[src/rtl/led_pkg.sv]
// Shared constants for the LED fade block: default level width, peak level and channel count.
package led_pkg;

  localparam int unsigned LVL_W   = 4;
  localparam int unsigned LVL_MAX = (1 << LVL_W) - 1;
  localparam int unsigned N_LED   = 8;

endpackage

[src/rtl/led_fade_ch.sv]
// One LED channel: brightness level register plus registered PWM comparator.
// Ports:
//   clk, rst    - clock, synchronous active-high reset
//   led_in      - channel on/off request from the chaser
//   fade_en     - 1 = PWM output from level, 0 = registered pass-through
//   decay_tick  - shared one-cycle decay strobe
//   pcnt        - shared PWM phase counter
//   led_out     - registered LED drive
//   mid_c       - combinational: next level is strictly between 0 and peak
module led_fade_ch
  import led_pkg::*;
#(
  parameter int unsigned LW = LVL_W
) (
  input  logic          clk,
  input  logic          rst,
  input  logic          led_in,
  input  logic          fade_en,
  input  logic          decay_tick,
  input  logic [LW-1:0] pcnt,
  output logic          led_out,
  output logic          mid_c
);

  localparam logic [LW-1:0] PEAK = {LW{1'b1}};

  logic [LW-1:0] level;
  logic [LW-1:0] level_nxt;

  // Retrigger beats decay; decay saturates at zero.
  always_comb begin
    level_nxt = level;
    if (led_in) begin
      level_nxt = PEAK;
    end else if (decay_tick && (level != '0)) begin
      level_nxt = level - LW'(1);
    end
  end

  assign mid_c = (level_nxt != '0) && (level_nxt != PEAK);

  // Compare against the level being loaded so a rising led_in shows after one cycle.
  always_ff @(posedge clk) begin
    if (rst) begin
      level   <= '0;
      led_out <= 1'b0;
    end else begin
      level   <= level_nxt;
      led_out <= fade_en ? (level_nxt > pcnt) : led_in;
    end
  end

endmodule

[src/rtl/led_fade_pwm.sv]
// Trailing-fade PWM stage for an 8-LED chaser: shared decay and PWM counters,
// one level/comparator channel per LED.
// Ports:
//   clk, rst - clock, synchronous active-high reset
//   led_in   - LED on/off pattern from the chaser
//   fade_en  - 1 = trailing fade, 0 = direct pass-through (1-cycle latency)
//   led_out  - registered PWM LED drive
//   fading   - registered: some channel level is between 1 and peak-1
module led_fade_pwm #(
  parameter int unsigned DECAY_DIV = 750_000,
  parameter int unsigned LVL_W     = led_pkg::LVL_W
) (
  input  logic                      clk,
  input  logic                      rst,
  input  logic [led_pkg::N_LED-1:0] led_in,
  input  logic                      fade_en,
  output logic [led_pkg::N_LED-1:0] led_out,
  output logic                      fading
);

  import led_pkg::*;

  localparam int unsigned LVL_PEAK = (1 << LVL_W) - 1;
  localparam int unsigned DCNT_W   = (DECAY_DIV > 1) ? $clog2(DECAY_DIV) : 1;

  logic [DCNT_W-1:0] dcnt;
  logic [LVL_W-1:0]  pcnt;
  logic              decay_tick_c;
  logic [N_LED-1:0]  mid_c;

  assign decay_tick_c = (dcnt == DCNT_W'(DECAY_DIV - 1));

  // Free-running decay divider and PWM phase counter, shared by all channels.
  always_ff @(posedge clk) begin
    if (rst) begin
      dcnt <= '0;
      pcnt <= '0;
    end else begin
      dcnt <= decay_tick_c ? '0 : dcnt + DCNT_W'(1);
      pcnt <= (pcnt == LVL_W'(LVL_PEAK - 1)) ? '0 : pcnt + LVL_W'(1);
    end
  end

  for (genvar i = 0; i < N_LED; i++) begin : g_ch
    led_fade_ch #(
      .LW (LVL_W)
    ) u_ch (
      .clk        (clk),
      .rst        (rst),
      .led_in     (led_in[i]),
      .fade_en    (fade_en),
      .decay_tick (decay_tick_c),
      .pcnt       (pcnt),
      .led_out    (led_out[i]),
      .mid_c      (mid_c[i])
    );
  end

  always_ff @(posedge clk) begin
    if (rst) begin
      fading <= 1'b0;
    end else begin
      fading <= |mid_c;
    end
  end

endmodule

[config.mk]
export PLATFORM = sky130hd
export DESIGN_NAME = led_fade_pwm
export DESIGN_NICKNAME = d
export VERILOG_FILES = /design/src/rtl/led_pkg.sv /design/src/rtl/led_fade_ch.sv /design/src/rtl/led_fade_pwm.sv
export SDC_FILE = /design/constraint.sdc
export NUM_CORES = 1
export LEC_CHECK = 0
export ABC_AREA = 1
export BUFFER_PORTS_ARGS = -buffer_cell sky130_fd_sc_hd__buf_2
export CAP_MARGIN = 20
export CORE_ASPECT_RATIO = 0.75
export CORE_MARGIN = 2
export CORE_UTILIZATION = 25
export CTS_CLUSTER_SIZE = 16
export DETAILED_ROUTE_END_ITERATION = 16
export PLACE_DENSITY = 0.48
export SETUP_SLACK_MARGIN = 0.1
export SYNTH_ARGS = -nofsm -noshare
export SYNTH_HDL_FRONTEND = slang
export SYNTH_HIERARCHICAL = 1
export SYNTH_SLANG_ARGS = --single-unit
[constraint.sdc]
create_clock -name clk -period 17.8 [get_ports clk]
set_input_delay 0.89 -clock clk [delete_from_list [all_inputs] [get_ports clk]]
set_output_delay 0.89 -clock clk [all_outputs]
set_load 0.02 [all_outputs]
==> metrics <==
Slew @ Worst Pin=881 ps; Core ar.=0.0178 sq mm; die height=121 um; PwrDens=79.2 mW/mm^2; area share of the largest cell type after synthesis=28.3%; area of the multi-input gates=0.00265 sq mm; area leader, netlist=dfxtp_1; max_cap viols=0; DR iter-0 viols=217; Clock transition at path regs=50 ps; EDFF count, synth=0; row cnt=42; filler instances=1,951; initial antenna violation count=2; ys async rst share=0%; grt ovf=0; vias in the first global route=3,610; DRT Pass-1 Iters=4; first-pass GRT wire length=17.9 mm; Rel. slew slack=41.2%; top cells by count, synth=nand2_1, inv_1, nor2_1, dfxtp_1, nand3_1; share of cells above drive strength 1=17.5%; Synth Flop Type=dfxtp_1; fmax=317 MHz; Worst VDD drop=0.0000456 V; die area=0.0195 sq mm; Seq cells post-synth=65; share of the yosys chip area belonging to registers=28.3%; clk_lat worst skew=340 ps; r2r startpoint=dcnt[0]; register area=0.00130 sq mm; Post-Layout Cell Count=975; data required time of the critical path=17,990 ps; Placed Cells=958; leakage power total=2.56 nW; ANT nets after route=0; Hold Vio Cnt, Final=0; Synth Area in Adders=9.54%; RSZ-0062 raised after global routing=false; clk root buf=clkbuf_16; wire per inst=10.7 um; Die W=160 um; clk_skew=8.53 ps; initial core utilization=25.8%; final wirelength=10.4 mm; Mapped Cells=697; pre-CTS WS=14,680 ps; Hold WC Path Type=reg -> reg; Avg Cell Area, Syn=6.59 sq um; fin crit share=17.7%; CTS tree=done; critical path arrival=3340 ps; CP Class=reg -> reg; synthesized cell area=0.00459 sq mm; main area contributors after synthesis=dfxtp_1, nand2_1, inv_1; io pins=20; Post-Synth XOR/XNOR Area=1.91%; Ys Warns=6; mux contribution to synthesized area=0%; max-slew violations=0; setup tns final=0 ps; vias per cell=4.08; R2R Setup Slk=14,650 ps; crit-path max FO=24; largest family of logic cells by synthesized area=simple AND/OR/NAND/NOR gates; hold path start=dcnt[0]; Critical Path Start Type=flop; hold depth=1; FF-to-FF End=g_ch[2].u_ch/led_out; synth unique cells=24; Area Overhead vs Synth=15.8%; fin worst setup slack=14,650 ps; largest net degree at the start of global routing=35; Post-Synth Simple-Gate Area=38.8%; outcome=completed; Final Setup Violations=0; routed via count=3,978; Layout Nets=773; most frequent cell after synthesis=nand2_1; Tmin final=3150 ps; crit end category=flop; syn nets=743; hpwl dp=7.71 mm; Clock Path Buffers=2; Compound-Gate Fraction of Synth Area=7.30%; CTS Buf Count=9; PostCTS Resize Cnt=0; Min Hold Slack=452 ps; WHS Endpoint=dcnt[0]; CTS sink count=65; R2R depth=20; GRT Util Overall=11.6%; setup bufs post-CTS=0; Placer Congestion=0.825; Post-CTS Hold Fix Bufs=0; DRC violation count after routing=0; I/O Buffers=19; htree depth=3
[layout make-up]
class                           count  area share, %
Timing Repair Buffer               20           1.93
Clock buffer                       14           4.97
Multi-Input combinational cell    462           49.8
Sequential cell                    65           24.5
Clock inverter                      2           1.13
Inverter                          169           11.9
Tap cell                          242           5.70
Antenna cell                        1         0.0471
[kinds of logic (layout without fill, tap and decap cells)]
group / Yosys count / count (layout)
buffers and inverters: 170 / 205
AND/OR/NAND/NOR: 365 / 365
adder cells (fa/ha/maj): 35 / 35
AO/OA/AOI/OAI: 52 / 52
XOR/XNOR: 10 / 10
flip-flops: 65 / 65
other: 0 / 1
[stage by stage]
stage,total power (W),utilization (%),cell area [sq um]
2_1_floorplan,0.000212,-,4590
3_3_place_gp,0.000230,28.0,4990
3_5_place_dp,0.000229,28.0,4990
4_1_cts,0.000429,29.8,5310
5_1_grt,0.000447,29.8,5310
6_report,0.000421,29.8,5310
[layout by cell type (no fill, tap or decap), types with 8 or more instances in the layout]
master     netlist  final
o21ai_1          8      8
nand2_4          9      9
nor2_1          79     79
nor2_4           9      9
a31oi_1          8      8
dfxtp_1         65     65
a21oi_1         25     25
o31ai_2          8      8
nand3_2         17     17
nand3_1         41     41
inv_2           33     33
inv_1          136    136
ha_1            35     35
nand4_1         20     20
nand2_1        158    158
nor3_1          11     11
clkbuf_16        0      9
nand2_2         17     17
buf_2            0     19
[where the power goes]
group,total (W),leakage [nW],switching (W),internal (W)
Combinational,0.0000617,1.87,0.0000386,0.0000231
Sequential,0.000164,0.538,0.0000103,0.000154
Clock,0.000195,0.157,0.0000647,0.000130
[registers in the layout, summed over array words and instances, names as in the netlist]
signal and count:
pcnt 4, g_ch.u_ch/led_out 8, g_ch.u_ch/level 32, dcnt 20
fading 1
[how the worst max path moves through the flow]
stage,start,endpoint,slack (ps),depth (start not counted)
after floorplan,dcnt[0],g_ch[0].u_ch/led_out,12220,19
after global placement,dcnt[0],g_ch[6].u_ch/led_out,14720,20
after detailed placement,dcnt[0],g_ch[0].u_ch/led_out,14680,20
after CTS,dcnt[0],g_ch[7].u_ch/led_out,14660,20
after global routing,dcnt[0],g_ch[1].u_ch/led_out,14260,19
final,dcnt[0],g_ch[2].u_ch/led_out,14650,20
[worst max-delay path, stage by stage (launching register included)]
cell and delay, ps:
dfxtp_1 350, ha_1 210, nand3_1 140, nor2_1 200, inv_1 90, nor4_2 210
buf_4 420, nand2_4 120, nor2_4 110, inv_2 40, o31ai_2 190, nand3_2 150
ha_1 320, nand2_1 70, inv_1 30, nand2_1 80, inv_1 50, nand2_1 50
nand2_1 40, nand2_1 60, a21oi_1 50
[per-layer routing]
| metal | vias up | global-route usage (%) | wire, um |
|---|---|---|---|
| li1 | 2231 | - | - |
| met1 | 1702 | 17.1 | 6130 |
| met2 | 37 | 16.3 | 3850 |
| met3 | 6 | 3.66 | 346 |
| met4 | 2 | 2.70 | 63 |
| met5 | - | 0 | 11 |
(Power assumes the default switching activity.)
